**src/rtl/mul_wb_queue_if.sv**
```systemverilog
// Bus bundle for the multiplier write-back queue: M5 result input, ROB write port,
// and the stall/error status back to the pipeline.
`ifndef WORD_SIZE
`define WORD_SIZE 32
`endif
`ifndef INSTR_TYPE_SZ
`define INSTR_TYPE_SZ 4
`endif
`ifndef ROB_ENTRY_WITDH
`define ROB_ENTRY_WITDH 5
`endif

interface mul_wb_queue_if #(
    parameter int WORD_SIZE       = `WORD_SIZE,
    parameter int INSTR_TYPE_SZ   = `INSTR_TYPE_SZ,
    parameter int ROB_ENTRY_WITDH = `ROB_ENTRY_WITDH
);
    logic                       valid;
    logic [INSTR_TYPE_SZ-1:0]   instruction_type;
    logic [WORD_SIZE-1:0]       pc;
    logic [WORD_SIZE-1:0]       result;
    logic [ROB_ENTRY_WITDH-1:0] rob_id;
    logic                       flush;
    logic                       wb_grant;

    logic                       wb_valid;
    logic [INSTR_TYPE_SZ-1:0]   wb_instruction_type;
    logic [WORD_SIZE-1:0]       wb_pc;
    logic [WORD_SIZE-1:0]       wb_result;
    logic [ROB_ENTRY_WITDH-1:0] wb_rob_id;
    logic                       mul_stall;
    logic                       overflow_err;

    modport slave (
        input  valid, instruction_type, pc, result, rob_id, flush, wb_grant,
        output wb_valid, wb_instruction_type, wb_pc, wb_result, wb_rob_id,
               mul_stall, overflow_err
    );

    modport master (
        output valid, instruction_type, pc, result, rob_id, flush, wb_grant,
        input  wb_valid, wb_instruction_type, wb_pc, wb_result, wb_rob_id,
               mul_stall, overflow_err
    );
endinterface

```
**src/rtl/mul_wb_queue.sv**
```systemverilog
// Circular FIFO buffering M5 multiply results until the ROB write port is granted;
// stalls M1 early enough that ops already in M1..M5 always find a free slot.
`ifndef WORD_SIZE
`define WORD_SIZE 32
`endif
`ifndef INSTR_TYPE_SZ
`define INSTR_TYPE_SZ 4
`endif
`ifndef ROB_ENTRY_WITDH
`define ROB_ENTRY_WITDH 5
`endif

module mul_wb_queue #(
    parameter int WORD_SIZE       = `WORD_SIZE,
    parameter int INSTR_TYPE_SZ   = `INSTR_TYPE_SZ,
    parameter int ROB_ENTRY_WITDH = `ROB_ENTRY_WITDH,
    parameter int DEPTH           = 8,
    parameter int STALL_MARGIN    = 5
) (
    input  logic          clk,
    input  logic          reset,
    mul_wb_queue_if.slave bus
);
    localparam int PTR_W = $clog2(DEPTH);
    localparam int CNT_W = PTR_W + 1;
    localparam logic [CNT_W-1:0] DEPTH_C  = CNT_W'(DEPTH);
    localparam logic [CNT_W-1:0] MARGIN_C = CNT_W'(STALL_MARGIN);

    logic [INSTR_TYPE_SZ-1:0]   type_mem [DEPTH];
    logic [WORD_SIZE-1:0]       pc_mem   [DEPTH];
    logic [WORD_SIZE-1:0]       res_mem  [DEPTH];
    logic [ROB_ENTRY_WITDH-1:0] rob_mem  [DEPTH];

    logic [PTR_W-1:0] wr_ptr;
    logic [PTR_W-1:0] rd_ptr;
    logic [CNT_W-1:0] count;
    logic             overflow_q;

    logic not_empty;
    logic do_pop;
    logic do_push;
    logic do_drop;

    assign not_empty = (count != '0);
    assign do_pop    = not_empty && bus.wb_grant && !bus.flush;
    assign do_push   = bus.valid && !bus.flush && ((count < DEPTH_C) || do_pop);
    assign do_drop   = bus.valid && !bus.flush && !do_push;

    // Pointers are PTR_W bits wide and DEPTH is a power of two, so they wrap naturally.
    always_ff @(posedge clk or posedge reset) begin
        if (reset) begin
            wr_ptr     <= '0;
            rd_ptr     <= '0;
            count      <= '0;
            overflow_q <= 1'b0;
        end else begin
            if (bus.flush) begin
                wr_ptr <= '0;
                rd_ptr <= '0;
                count  <= '0;
            end else begin
                if (do_push) begin
                    wr_ptr <= wr_ptr + 1'b1;
                end
                if (do_pop) begin
                    rd_ptr <= rd_ptr + 1'b1;
                end
                if (do_push && !do_pop) begin
                    count <= count + 1'b1;
                end else if (do_pop && !do_push) begin
                    count <= count - 1'b1;
                end
            end
            if (do_drop) begin
                overflow_q <= 1'b1;
            end
        end
    end

    // Storage is never cleared; occupancy is tracked purely by pointers and count.
    always_ff @(posedge clk) begin
        if (do_push) begin
            type_mem[wr_ptr] <= bus.instruction_type;
            pc_mem[wr_ptr]   <= bus.pc;
            res_mem[wr_ptr]  <= bus.result;
            rob_mem[wr_ptr]  <= bus.rob_id;
        end
    end

    assign bus.wb_valid            = not_empty;
    assign bus.wb_instruction_type = type_mem[rd_ptr];
    assign bus.wb_pc               = pc_mem[rd_ptr];
    assign bus.wb_result           = res_mem[rd_ptr];
    assign bus.wb_rob_id           = rob_mem[rd_ptr];
    assign bus.mul_stall           = ((DEPTH_C - count) <= MARGIN_C);
    assign bus.overflow_err        = overflow_q;
endmodule

```
**src/flat_wrapper.sv**
```systemverilog
// flat-port wrapper written by rule: the top's interface ports become plain ports
module mul_wb_queue_flat 
#(
    parameter int WORD_SIZE       = `WORD_SIZE,
    parameter int INSTR_TYPE_SZ   = `INSTR_TYPE_SZ,
    parameter int ROB_ENTRY_WITDH = `ROB_ENTRY_WITDH,
    parameter int DEPTH           = 8,
    parameter int STALL_MARGIN    = 5
)
  (clk, reset, bus_valid, bus_instruction_type, bus_pc, bus_result, bus_rob_id, bus_flush, bus_wb_grant, bus_wb_valid, bus_wb_instruction_type, bus_wb_pc, bus_wb_result, bus_wb_rob_id, bus_mul_stall, bus_overflow_err);
  mul_wb_queue_if #(.WORD_SIZE(WORD_SIZE), .INSTR_TYPE_SZ(INSTR_TYPE_SZ), .ROB_ENTRY_WITDH(ROB_ENTRY_WITDH)) bus_i ();
  input  logic clk;
  input  logic reset;
  input wire logic [$bits(bus_i.valid)-1:0] bus_valid;
  input wire logic [$bits(bus_i.instruction_type)-1:0] bus_instruction_type;
  input wire logic [$bits(bus_i.pc)-1:0] bus_pc;
  input wire logic [$bits(bus_i.result)-1:0] bus_result;
  input wire logic [$bits(bus_i.rob_id)-1:0] bus_rob_id;
  input wire logic [$bits(bus_i.flush)-1:0] bus_flush;
  input wire logic [$bits(bus_i.wb_grant)-1:0] bus_wb_grant;
  output wire logic [$bits(bus_i.wb_valid)-1:0] bus_wb_valid;
  output wire logic [$bits(bus_i.wb_instruction_type)-1:0] bus_wb_instruction_type;
  output wire logic [$bits(bus_i.wb_pc)-1:0] bus_wb_pc;
  output wire logic [$bits(bus_i.wb_result)-1:0] bus_wb_result;
  output wire logic [$bits(bus_i.wb_rob_id)-1:0] bus_wb_rob_id;
  output wire logic [$bits(bus_i.mul_stall)-1:0] bus_mul_stall;
  output wire logic [$bits(bus_i.overflow_err)-1:0] bus_overflow_err;
  assign bus_i.valid = bus_valid;
  assign bus_i.instruction_type = bus_instruction_type;
  assign bus_i.pc = bus_pc;
  assign bus_i.result = bus_result;
  assign bus_i.rob_id = bus_rob_id;
  assign bus_i.flush = bus_flush;
  assign bus_i.wb_grant = bus_wb_grant;
  assign bus_wb_valid = bus_i.wb_valid;
  assign bus_wb_instruction_type = bus_i.wb_instruction_type;
  assign bus_wb_pc = bus_i.wb_pc;
  assign bus_wb_result = bus_i.wb_result;
  assign bus_wb_rob_id = bus_i.wb_rob_id;
  assign bus_mul_stall = bus_i.mul_stall;
  assign bus_overflow_err = bus_i.overflow_err;
  mul_wb_queue #(.WORD_SIZE(WORD_SIZE), .INSTR_TYPE_SZ(INSTR_TYPE_SZ), .ROB_ENTRY_WITDH(ROB_ENTRY_WITDH), .DEPTH(DEPTH), .STALL_MARGIN(STALL_MARGIN)) u_core (.clk(clk), .reset(reset), .bus(bus_i));
endmodule
```
**config.mk**
```make
export PLATFORM = sky130hd
export DESIGN_NAME = mul_wb_queue_flat
export DESIGN_NICKNAME = d
export VERILOG_FILES = /design/src/rtl/mul_wb_queue_if.sv /design/src/rtl/mul_wb_queue.sv /design/src/flat_wrapper.sv
export SDC_FILE = /design/constraint.sdc
export NUM_CORES = 1
export LEC_CHECK = 0
export ABC_CLOCK_PERIOD_IN_PS = 7400
export CAP_MARGIN = 5
export CORE_ASPECT_RATIO = 1.1
export CORE_MARGIN = 2
export CORE_UTILIZATION = 59
export DETAILED_ROUTE_END_ITERATION = 12
export HOLD_SLACK_MARGIN = 0.06
export PLACE_DENSITY = 0.89
export SLEW_MARGIN = 10
export SYNTH_ARGS = -nofsm -noshare
export SYNTH_HDL_FRONTEND = slang
export SYNTH_SLANG_ARGS = --single-unit
```
**constraint.sdc**
```tcl
create_clock -name clk -period 7.4 [get_ports clk]
set_input_delay 1.11 -clock clk [delete_from_list [all_inputs] [get_ports clk]]
set_output_delay 1.11 -clock clk [all_outputs]
set_load 0.03 [all_outputs]
```
=== Word level (Yosys, flattened, before mapping) ===
Memory sizes are Yosys's and may differ from the RTL's.
Cells that the tools add are included.

* Bits in registers: 11
* RAM bits: 584
* Input bits: 78
* Output and inout bits: 76
* Memories kept: 4

{| class="wikitable"
|+ Memory list
! memory !! depth !! bits a word !! read ports !! clocked after Yosys merged registers in !! write ports !! RTL line !! source
|-
| u_core.pc_mem || 8 || 32 || 1 || 0 || 1 || mul_wb_queue.sv:30 || <nowiki>logic [WORD_SIZE-1:0] pc_mem [DEPTH];</nowiki>
|-
| u_core.res_mem || 8 || 32 || 1 || 0 || 1 || mul_wb_queue.sv:31 || <nowiki>logic [WORD_SIZE-1:0] res_mem [DEPTH];</nowiki>
|-
| u_core.rob_mem || 8 || 5 || 1 || 0 || 1 || mul_wb_queue.sv:32 || <nowiki>logic [ROB_ENTRY_WITDH-1:0] rob_mem [DEPTH];</nowiki>
|-
| u_core.type_mem || 8 || 4 || 1 || 0 || 1 || mul_wb_queue.sv:29 || <nowiki>logic [INSTR_TYPE_SZ-1:0] type_mem [DEPTH];</nowiki>
|}

* Add/subtract/negate cells: 5
* Order comparisons: 2
* Mux-type cells: 9
* Reductions and logical operators: 15

{| class="wikitable"
|+ Operators by type and width
! kind !! number
|-
| two-way mux 3 bit || 4
|-
| two-way mux 4 bit || 3
|-
| logical AND 1 bit || 7
|-
| adder 3 x 1 -> 3 bit, second input constant || 2
|-
| adder 4 x 1 -> 4 bit, second input constant || 1
|-
| less-or-equal comparator 4 x 3 -> 1 bit, second input constant || 1
|-
| < comparator 4 bit, second input constant || 1
|-
| nonzero test 2 bit || 2
|-
| nonzero test 4 bit || 1
|-
| subtractor 4 x 1 -> 4 bit, second input constant || 1
|-
| subtractor 4 bit, first input constant || 1
|-
| logical NOT 1 bit || 3
|-
| nonzero test 3 bit || 1
|-
| two-way mux 1 bit || 2
|-
| logical OR 1 bit || 1
|}

=== Logic depth before layout (Yosys ltp) ===
Gate-level depths: netlist of the first run.

* Depth after elaboration: 10
* Depth in mapped cells: 8

=== Least setup slack after synthesis of the first run ===
OpenSTA, ideal clock, no wires.

* Path type: input -> register
* Start point: in bus_valid
* End point: mem u_core.pc_mem[0][0] (netlist name) (enable)
* Setup time: 0.594 ns
* Data arrival time: 6.648 ns
* Setup slack: 0.158 ns
* Cell stages on the path: 4
* Path buffers: 1
* Path through: clkbuf_1 > nor2b_1 > nand3b_1 > nor3_1

* Cells in the longest elaborated chain, start to end: 4

{| class="wikitable"
|+ RTL lines
! what !! RTL line !! source
|-
| start, declared || flat_wrapper.sv:14 || <nowiki>input wire logic [$bits(bus_i.valid)-1:0] bus_valid;</nowiki>
|-
| logical AND 1 bit (2 in a row) || mul_wb_queue.sv:46 || <nowiki>assign do_push = bus.valid && !bus.flush && ((count < DEPTH_C) || do_pop);</nowiki>
|-
| two-way mux 1 bit || mul_wb_queue.sv:82 || <nowiki>if (do_push) begin</nowiki>
|-
| two-way mux 1 bit (not written as such) || mul_wb_queue.sv:84 || <nowiki>pc_mem[wr_ptr] <= bus.pc;</nowiki>
|-
| end, declared || mul_wb_queue.sv:30 ||
|}

No other way between the ends.

=== Worst setup path after layout of the first run ===
* Start point: reg u_core.rd_ptr[0]
* End point: out bus_wb_rob_id[3]

* Cells in the longest elaborated chain, start to end: 1

{| class="wikitable"
|+ RTL lines
! what !! RTL line !! source
|-
| start, declared || mul_wb_queue.sv:35 || <nowiki>logic [PTR_W-1:0] rd_ptr;</nowiki>
|-
| start signal, assigned || mul_wb_queue.sv:66 || <nowiki>rd_ptr <= rd_ptr + 1'b1;</nowiki>
|-
| memory read (8 x 5 bit) || n/a ||
|-
| end, declared || flat_wrapper.sv:25 || <nowiki>output wire logic [$bits(bus_i.wb_rob_id)-1:0] bus_wb_rob_id;</nowiki>
|}

No other way between the ends.

==> results of run 1 <==
-- metrics by stage --
stage / hold WS (ns) / std cells / cell area (um^2)
finish: 0.505 / 1656 / 26500
global route: 0.513 / 1656 / 26500
CTS: 0.498 / 1654 / 26500
detailed placement: 0.476 / 1551 / 24700
global placement: 0.482 / 1551 / 24700
floorplan: 0.543 / 926 / 22600
-- power breakdown --
group / total, mW / switching [mW] / internal [mW]
logic: 2.06 / 1.00 / 1.06
clock network: 2.81 / 1.16 / 1.65
registers: 3.96 / 0.149 / 3.81
-- critical path: cells and delay by family, from the launching register on --
family | cells | cell delay [ns]
buf+inv | 2 | 1.36
flops | 1 | 0.95
mux | 2 | 0.91
-- cells by family (layout without fill, tap and decap cells) --
logic type / after synthesis / after routing / share of synthesized area [%]
AOI/OAI and AO/OA: 12 / 12 / 0.426
xor gates and xnor gates: 6 / 6 / 0.232
adders and majority gates: 5 / 5 / 0.309
buffers and inverters: 49 / 277 / 1.33
DFF: 595 / 595 / 78.7
muxes: 221 / 221 / 18.2
other: 0 / 2 / 0
and+or+nand+nor: 38 / 38 / 0.807
-- synth_stat cells, drive strengths merged --
| library cell | instances | area share [%] |
|---|---|---|
| xor2 | 3 | 0.12 |
| or4 | 2 | 0.066 |
| nor2b | 1 | 0.028 |
| clkbuf | 15 | 0.25 |
| dfrtp | 11 | 1.2 |
| buf | 30 | 1.0 |
| nand2b | 5 | 0.14 |
| o31a | 1 | 0.039 |
| xnor2 | 3 | 0.12 |
| nor2 | 14 | 0.23 |
| inv | 4 | 0.066 |
| a31oi | 1 | 0.028 |
| a211oi | 1 | 0.033 |
| o22ai | 1 | 0.028 |
| fa | 1 | 0.088 |
| o41ai | 1 | 0.12 |
| mux2 | 73 | 3.6 |
| nand3 | 4 | 0.088 |
| a21o | 1 | 0.033 |
| ha | 4 | 0.22 |
| edfxtp | 584 | 77 |
| a21oi | 3 | 0.066 |
| nand3b | 1 | 0.033 |
| o21ai | 2 | 0.044 |
| mux4 | 146 | 15 |
| nand2 | 6 | 0.099 |
| nor3 | 3 | 0.066 |
| o21bai | 1 | 0.033 |
| and3 | 1 | 0.028 |
| or3 | 1 | 0.028 |
| mux2i | 2 | 0.088 |
-- layout make-up --
type / count / area [um^2]
flip-flops and latches: 595 / 17800
fillers: 2176 / 11500
multi-input cells: 282 / 4590
repair buffers: 170 / 1670
clock buffers: 73 / 1490
well taps: 500 / 626
clock inverters: 30 / 314
inverters: 4 / 15.0
diodes: 2 / 5.00
-- final timing paths --
kind,start,end,slack [ns],depth (start not counted)
max,u_core.rd_ptr[0],bus_wb_rob_id[3],2.45,4
min,u_core.bus.overflow_err,u_core.bus.overflow_err,0.51,1
max reg2reg,u_core.count[3],u_core.pc_mem[7][16],4.29,4
min reg2reg,u_core.bus.overflow_err,u_core.bus.overflow_err,0.51,1
max in group asynchronous,reset,u_core.rd_ptr[0],6.20,2
min in group asynchronous,reset,u_core.count[3],0.85,2
-- layer usage --
metal  global-route usage, %  up-vias  part of all wire (%)
li1                        -     4312                     -
met4                    5.32        6                   1.6
met2                    39.8      376                    54
met3                    4.48       53                   6.4
met5                       0        -                 0.082
met1                    29.2     5266                    38
-- registers in the layout (all words and copies together) (netlist names) --
name and flops:
u_core.res_mem 256, u_core.count 4, u_core.wr_ptr 3, u_core.bus.overflow_err 1, u_core.pc_mem 256, u_core.type_mem 32, u_core.rd_ptr 3, u_core.rob_mem 40
==> impl_results.md, run 1 <==
* Post-synthesis register bit count at 595
* Critical path launch point type: register
* Largest net degree at the start of global routing at 77
* Cell count after synthesis at 926
* Clock Sinks at 595
* Fin. Hold Viols at 0
* Global-route wire length before repair at 66200 um
* Htree depth at 2
* Number of buffers created by CTS at 55
* CP Max Fanout at 40
* Fin Clk Skew at 0.00912 ns
* Fin nets at 1191
* Worst-path cell chain: buf_4 -> mux4_2 -> mux2_2 -> clkdlybuf4s50_1
* # rows at 75
* Maximum root-to-sink buffer count at 3
* # DRC at 0
* Final slew viol count at 0
* Core area at 0.0380 mm^2
* Setup TNS after final layout at 0 ns
* Status: finished, final reports clean
* Overall routing resource usage at 22.6%
* Power, Total at 8.83 mW
* Commonest cells after routing, fill and taps aside: edfxtp_1, clkdlybuf4s50_1, mux4_2
* Buffers on Ports at 153
* Root buffer cell: clkbuf_16
* P per Cell Area at 333 mW/mm^2
* Req. time, crit path at 6.29 ns
* WP data arrival at 3.84 ns
* Achievable Freq at 0.202 GHz
* IO Pins at 154
* CTS tree: yes
* Seq/Total Area, Yosys at 78.7%
* Hold Path Class: reg2reg
* Clock transition at the registers of the reported paths at 0.06 ns
* Worst IR drop on VDD at 0.000264 V
* Most common cell after layout, fill and taps aside: edfxtp_1
* Starting Density at 59.6%
* Share of cells above drive strength 1 at 28.0%
* Worst setup path class: reg2out
* Avg Vias per Cell at 6.05
* Antenna violations before repair at 5
* CTS Hold Bufs at 0
* Syn. warnings at 0
* Mapped cell area at 0.0226 mm^2
* Fin crit period at 4.95 ns
* Worst Tran Pin Value at 1.15 ns
* Clk Latency, worst-skew pair at 0.57 ns
* Pre-antenna DRT Iters at 5
* Final period util at 66.9%
* Area growth syn-to-layout at 17.1%
* Worst path slowest cell: dfrtp_4
* Unrepaired setup endpoints after global routing: no
* Placer congestion estimate at 0.739
* DP HPWL at 23400 um
* Vias at 10013
* Resize count post-CTS at 0
* Avg Cell Area, Syn at 24.5 um^2
* Layout Utilization at 69.8%
* Post-CTS setup buffer count at 0
* CP Capture Type: output pin
* Routed Antenna Nets at 0
* Max-cap viol count at 0
* Synth cell types at 33
* Final setup viols at 0
* Total grt overflow at 0
* Worst setup margin at 2.45 ns
* Vias in the first global route at 10855
* Worst stage delay on the critical path at 0.95 ns
* Slew Limit Headroom at 23.3%
* Synth Net Count at 1009
* P_leak at 8.22 nW
* WL per Instance at 26.5 um
* Die span in x at 191 um
* Die area at 0.0400 mm^2
* Die H at 209 um
* Initial drt markers at 884
* Pre-CTS WS at 2.93 ns
* Final wirelength at 43900 um
Note: power is estimated with default switching activity, not from simulation.
==> inputs of run 2 (changes only) <==
--- a/config.mk
+++ b/config.mk
@@ -5,7 +5,7 @@
 export SDC_FILE = /design/constraint.sdc
 export NUM_CORES = 1
 export LEC_CHECK = 0
-export ABC_CLOCK_PERIOD_IN_PS = 7400
+export ABC_CLOCK_PERIOD_IN_PS = 4900
 export CAP_MARGIN = 5
 export CORE_ASPECT_RATIO = 1.1
 export CORE_MARGIN = 2
==> constraint.sdc (replaced) <==
create_clock -name clk -period 4.9 [get_ports clk]
set_input_delay 0.735 -clock clk [delete_from_list [all_inputs] [get_ports clk]]
set_output_delay 0.735 -clock clk [all_outputs]
set_load 0.03 [all_outputs]
==> impl_results.md, run 2 (same netlist as run 1, synthesis figures left out) <==
* Status: finished, final reports clean
* Clk Latency, worst-skew pair at 0.57 ns (about the same)
* Fin Clk Skew at 0.0202 ns (+0.0110 ns)
* P_int at 10.0 mW (+54%)
* Area growth syn-to-layout at 18.5%
* Switching share of power at 26.0% (-0.16 points)
* Placer congestion estimate at 0.695 (-6.0%)
* Layout Utilization at 70.6% (+0.81 points)
* WP data arrival at 3.26 ns (-0.58 ns)
* Gate power share at 23.8% (+0.5 points)
* CTS tree: yes
* Clock transition at the registers of the reported paths at 0.06 ns (about the same)
* Worst IR drop on VDD at 0.000399 V (+51%)
* Fin crit period at 3.99 ns
* Hold Path Class: in2async
* Die H at 209 um (unchanged)
* WL per Instance at 26.6 um (+0.47%)
* Avg Vias per Cell at 6.12 (+1.2%)
* P per Cell Area at 506 mW/mm^2 (+52%)
* Core area at 0.0380 mm^2 (unchanged)
* Final setup viols at 0 (unchanged)
* Resize count post-CTS at 0 (unchanged)
* Global-route wire length before repair at 66700 um (+0.83%)
* Initial drt markers at 740 (-16%)
* DP HPWL at 24200 um (+3.8%)
* Htree depth at 2 (unchanged)
* Worst Tran Pin Value at 1.13 ns (-0.0247 ns)
* Unrepaired setup endpoints after global routing: no
* Overall routing resource usage at 22.8% (+0.24 points)
* Final period util at 81.5%
* Critical path launch point type: register
* Root buffer cell: clkbuf_16
* # rows at 75 (unchanged)
* CTS Hold Bufs at 0 (unchanged)
* Total grt overflow at 0 (unchanged)
* Worst setup path class: reg2out
* Die area at 0.0400 mm^2 (unchanged)
* Pre-CTS WS at 1.33 ns (-1.61 ns)
* Pre-antenna DRT Iters at 5 (unchanged)
* Fin nets at 1205 (+1.2%)
* Post-CTS setup buffer count at 0 (unchanged)
* P_leak at 8.35 nW (+1.6%)
* Slew Limit Headroom at 25.0% (+1.6 points)
* Final slew viol count at 0 (unchanged)
* Largest net degree at the start of global routing at 61 (-21%)
* Share of cells above drive strength 1 at 29.4% (+1.4 points)
* Vias at 10216 (+2.0%)
* Antenna violations before repair at 3 (-2)
* Routed Antenna Nets at 0 (unchanged)
* Clk pwr share at 32.4% (+0.6 points)
* IO Pins at 154 (unchanged)
* Buffers on Ports at 153 (unchanged)
* Worst setup margin at 0.905 ns (-1.54 ns)
* Most common cell after layout, fill and taps aside: edfxtp_1
* Max-cap viol count at 0 (unchanged)
* Commonest cells after routing, fill and taps aside: edfxtp_1, clkdlybuf4s50_1, mux4_2
* CP Max Fanout at 28 (-30%)
* Req. time, crit path at 4.16 ns (-2.13 ns)
* Number of buffers created by CTS at 54 (-1.8%)
* Achievable Freq at 0.250 GHz
* Clock Sinks at 595 (unchanged)
* Final wirelength at 44400 um (+1.3%)
* Starting Density at 59.6% (unchanged)
* Sw power at 3.53 mW (+53%)
* Biggest regs: u_core.pc_mem: 256 flops, u_core.res_mem: 256 flops, u_core.rob_mem: 40 flops
* Fin. Hold Viols at 0 (unchanged)
* Register share of total power at 43.8% (-1.0 points)
* Die span in x at 191 um (unchanged)
* CP Capture Type: output pin
* Vias in the first global route at 10894 (+0.36%)
* Maximum root-to-sink buffer count at 3 (unchanged)
* # DRC at 0 (unchanged)
[run 2: cell count changes in the layout (fill, tap and decap cells not counted), sizes merged]
cell      before  now
inv            5    8
buf           17   32
clkinv        22   20
clkinvlp       0    1
bufinv         7   11
clkbuf        73   65
[run 2: final cells by class]
class / instances / area [um^2]
Fill cell: 2114 / 11200
Clock inverter: 36 / 470
Timing Repair Buffer: 185 / 1880
Antenna cell: 2 / 5.00
Tap cell: 500 / 626
Clock buffer: 65 / 1410
Multi-Input combinational cell: 282 / 4600
Sequential cell: 595 / 17800
Inverter: 4 / 15.0
[run 2: power by group through the flow]
| stage | clock network, mW | logic (mW) | registers [mW] |
|---|---|---|---|
| 2_1_floorplan | 0 | 2.38 | 5.92 |
| 3_3_place_gp | 0 | 3.19 | 6.04 |
| 3_5_place_dp | 0 | 3.25 | 6.06 |
| 4_1_cts | 4.48 | 3.29 | 5.95 |
| 5_1_grt | 4.66 | 3.42 | 5.97 |
| 6_report | 4.41 | 3.23 | 5.95 |
[run 2: critical path: stages (launching register included)]
cell and delay (ns):
dfrtp_4 0.83, buf_4 0.41, mux4_2 0.54, mux2_2 0.29
clkdlybuf4s50_1 0.60
[run 2: routing by layer]
metal  GRT usage (%)  wire, um  vias to the layer above
li1                -         -                     4339
met1            29.8     16600                     5407
met2            39.3     23500                      397
met3            5.03      3450                       71
met4            5.88       819                        2
met5               0         8                        -
[run 2: per-stage QoR]
stage               hold slack, ns  instance area, um^2  power (mW)  std cells  TNS [ns]
finish                       0.486                26800        13.6       1669         0
global route                 0.502                26800        14.0       1668         0
CTS                          0.475                26800        13.7       1667         0
detailed placement           0.515                24900        9.30       1566         0
global placement             0.496                24900        9.23       1566         0
floorplan                    0.543                22700        8.29        926     -4.58
[run 2: final timing paths]
check	end	depth (start not counted)	slack (ns)	startpoint
worst max register to register	u_core.pc_mem[5][20]	4	2.22	u_core.count[3]
worst max-delay path	bus_wb_result[10]	4	0.91	u_core.rd_ptr[0]
worst min-delay path	u_core.wr_ptr[1]	2	0.49	reset
min in group clk	u_core.bus.overflow_err	1	0.53	u_core.bus.overflow_err
worst min register to register	u_core.bus.overflow_err	1	0.53	u_core.bus.overflow_err
max in group asynchronous	u_core.rd_ptr[2]	2	4.06	reset
==> inputs of run 3 (changes only) <==
--- a/config.mk
+++ b/config.mk
@@ -5,14 +5,14 @@
 export SDC_FILE = /design/constraint.sdc
 export NUM_CORES = 1
 export LEC_CHECK = 0
-export ABC_CLOCK_PERIOD_IN_PS = 4900
+export ABC_CLOCK_PERIOD_IN_PS = 3200
 export CAP_MARGIN = 5
 export CORE_ASPECT_RATIO = 1.1
 export CORE_MARGIN = 2
-export CORE_UTILIZATION = 59
+export CORE_UTILIZATION = 53
 export DETAILED_ROUTE_END_ITERATION = 12
 export HOLD_SLACK_MARGIN = 0.06
-export PLACE_DENSITY = 0.89
+export PLACE_DENSITY = 0.85
 export SLEW_MARGIN = 10
 export SYNTH_ARGS = -nofsm -noshare
 export SYNTH_HDL_FRONTEND = slang
==> constraint.sdc (replaced) <==
create_clock -name clk -period 3.2 [get_ports clk]
set_input_delay 0.48 -clock clk [delete_from_list [all_inputs] [get_ports clk]]
set_output_delay 0.48 -clock clk [all_outputs]
set_load 0.03 [all_outputs]
==> impl_results.md, run 3 (same netlist as run 1, synthesis figures left out) <==
* Worst setup path class: reg2out
* Max layer used: met5
* Most common cell after layout, fill and taps aside: edfxtp_1
* Gate power share at 25.5% (+1.7 points)
* Clock transition at the registers of the reported paths at 0.06 ns (about the same)
* Fillers at 2676 (+27%)
* Switching share of power at 26.8% (+0.84 points)
* Final wirelength at 45800 um (+3.0%)
* Root buffer cell: clkbuf_16
* Final period util at 97.8%
* Die span in x at 201 um (+5.4%)
* Vias in the first global route at 10995 (+0.93%)
* Number of buffers created by CTS at 54 (unchanged)
* Die area at 0.0444 mm^2 (+11%)
* DP Area at 0.0253 mm^2 (+1.4%)
* Routed Antenna Nets at 0 (unchanged)
* Setup TNS after final layout at 0 ns (unchanged)
* WL met2 at 23900 um (+1.8%)
* Total grt overflow at 0 (unchanged)
* Antenna violations before repair at 4 (+1)
* WL per Instance at 26.3 um (-1.2%)
* Register share of total power at 43.9% (about the same)
* Met3 wire len at 2990 um (-14%)
* Status: finished, final reports clean
* Fin crit period at 3.13 ns
* Max-cap viol count at 0 (unchanged)
* Buffers on Ports at 153 (unchanged)
* WP data arrival at 2.65 ns (-0.61 ns)
* Pre-antenna DRT Iters at 4 (-1)
* DP HPWL at 24100 um (-0.65%)
* Final slew viol count at 0 (unchanged)
* Slew Limit Headroom at 59.7% (+35 points)
* Vias at 10211 (-0.049%)
* Core area at 0.0422 mm^2 (+11%)
* Htree depth at 2 (unchanged)
* Avg Vias per Cell at 5.87 (-4.2%)
* Req. time, crit path at 2.72 ns (-1.44 ns)
* Final instance area at 0.0270 mm^2 (+0.75%)
* Share of cells above drive strength 1 at 32.7% (+3.3 points)
* # rows at 79 (+5.3%)
* Worst IR drop on VDD at 0.000583 V (+46%)
* CTS Hold Bufs at 0 (unchanged)
* Commonest cells after routing, fill and taps aside: edfxtp_1, mux4_2, clkdlybuf4s50_1
* Clock Sinks at 595 (unchanged)
* Fin Clk Skew at 0.0169 ns (-0.00329 ns)
* Maximum root-to-sink buffer count at 3 (unchanged)
* Area growth syn-to-layout at 19.4%
* IO Pins at 154 (unchanged)
* Clk Latency, worst-skew pair at 0.61 ns (+0.04 ns)
* P per Cell Area at 755 mW/mm^2 (+49%)
* Initial drt markers at 793 (+7.2%)
* Starting Density at 53.7% (-5.9 points)
* Fin. Hold Viols at 0 (unchanged)
* Achievable Freq at 0.320 GHz
* Metal-1 WL at 17500 um (+5.1%)
* Worst Tran Pin Value at 0.604 ns (-0.521 ns)
* Die H at 221 um (+5.4%)
* Hold Path Class: in2async
* Placer congestion estimate at 0.704 (+1.4%)
* Flop-to-flop setup slack at 0.75 ns (-1.47 ns)
* Global-route wire length before repair at 67700 um (+1.4%)
* Overall routing resource usage at 21.1% (-1.8 points)
* P_int at 14.9 mW (+49%)
* Sw power at 5.48 mW (+55%)
* Biggest regs: u_core.pc_mem: 256 flops, u_core.res_mem: 256 flops, u_core.rob_mem: 40 flops
* CTS tree: yes
* Largest net degree at the start of global routing at 63 (+3.3%)
* Critical path launch point type: register
* Final setup viols at 0 (unchanged)
* # DRC at 0 (unchanged)
* CP Max Fanout at 13 (-54%)
* CP Capture Type: output pin
* P_leak at 8.51 nW (+1.9%)
* Fin nets at 1216 (+0.91%)
* Unrepaired setup endpoints after global routing: no
* Clk pwr share at 30.6% (-1.8 points)
[run 3: cell count changes in the layout (fill, tap and decap cells not counted), sizes merged, moves of 3 or more]
cell           delta
dlygate4sd2      +36
buf              +31
clkdlybuf4s50    -73
bufinv            -5
clkdlybuf4s15     +6
bufbuf            +3
clkinv            +3
[run 3: layout make-up]
class | count | area [um^2] | area share [%]
clock inverter | 34 | 333 | 1.23
multi-input combinational | 282 | 4610 | 17.0
clock buffer | 61 | 1380 | 5.10
tap | 567 | 709 | 2.62
timing repair buffer | 196 | 2170 | 8.02
inverter | 4 | 15.0 | 0.0555
sequential | 595 | 17800 | 65.9
antenna | 2 | 5.00 | 0.0185
[run 3: timing repair]
item                       in CTS  in global routing
resized for setup             155                 40
setup endpoints to repair      70                 24
pin swaps                       0                  0
gates cloned                    4                  0
setup buffers                   4                  0
[run 3: metrics by stage]
step	power [mW]	hold slack [ns]	utilization [%]	setup WS [ns]	cells
2_1_floorplan	12.7	0.332	-	-0.131	926
3_5_place_dp	14.3	0.473	59.9	0.257	1636
6_report	20.4	0.223	64.1	0.0710	1741
4_1_cts	20.7	0.206	64.3	-0.0475	1739
3_3_place_gp	14.2	0.468	59.9	0.324	1636
5_1_grt	21.1	0.253	64.1	0.00135	1740
[run 3: critical path: stages, from the launching register on]
cell	delay, ns
dfrtp_4	0.46
buf_16	0.18
buf_8	0.20
mux4_2	0.54
mux2_2	0.30
dlygate4sd2_1	0.36
[run 3: layer usage]
metal	up-vias	global-route usage, %
li1	4372	-
met1	5375	25.9
met2	377	37.3
met3	83	4.18
met4	4	8.15
met5	-	0
[run 3: worst paths after layout]
kind / from / endpoint / depth (start not counted)
worst max-delay path: u_core.rd_ptr[0] / bus_wb_pc[0] / 5
worst min-delay path: reset / u_core.count[3] / 2
worst max register to register: u_core.count[0] / u_core.count[3] / 7
worst min register to register: u_core.bus.overflow_err / u_core.bus.overflow_err / 1
max in group asynchronous: reset / u_core.rd_ptr[1] / 2
min in group clk: u_core.bus.overflow_err / u_core.bus.overflow_err / 1
[run 3: power by group through the flow]
stage	Clock [mW]	Sequential [mW]	Combinational, mW
global placement	0	9.09	5.15
global route	6.64	8.98	5.54
CTS	6.36	8.96	5.36
detailed placement	0	9.11	5.23
floorplan	0	9.05	3.65
finish	6.26	8.96	5.21
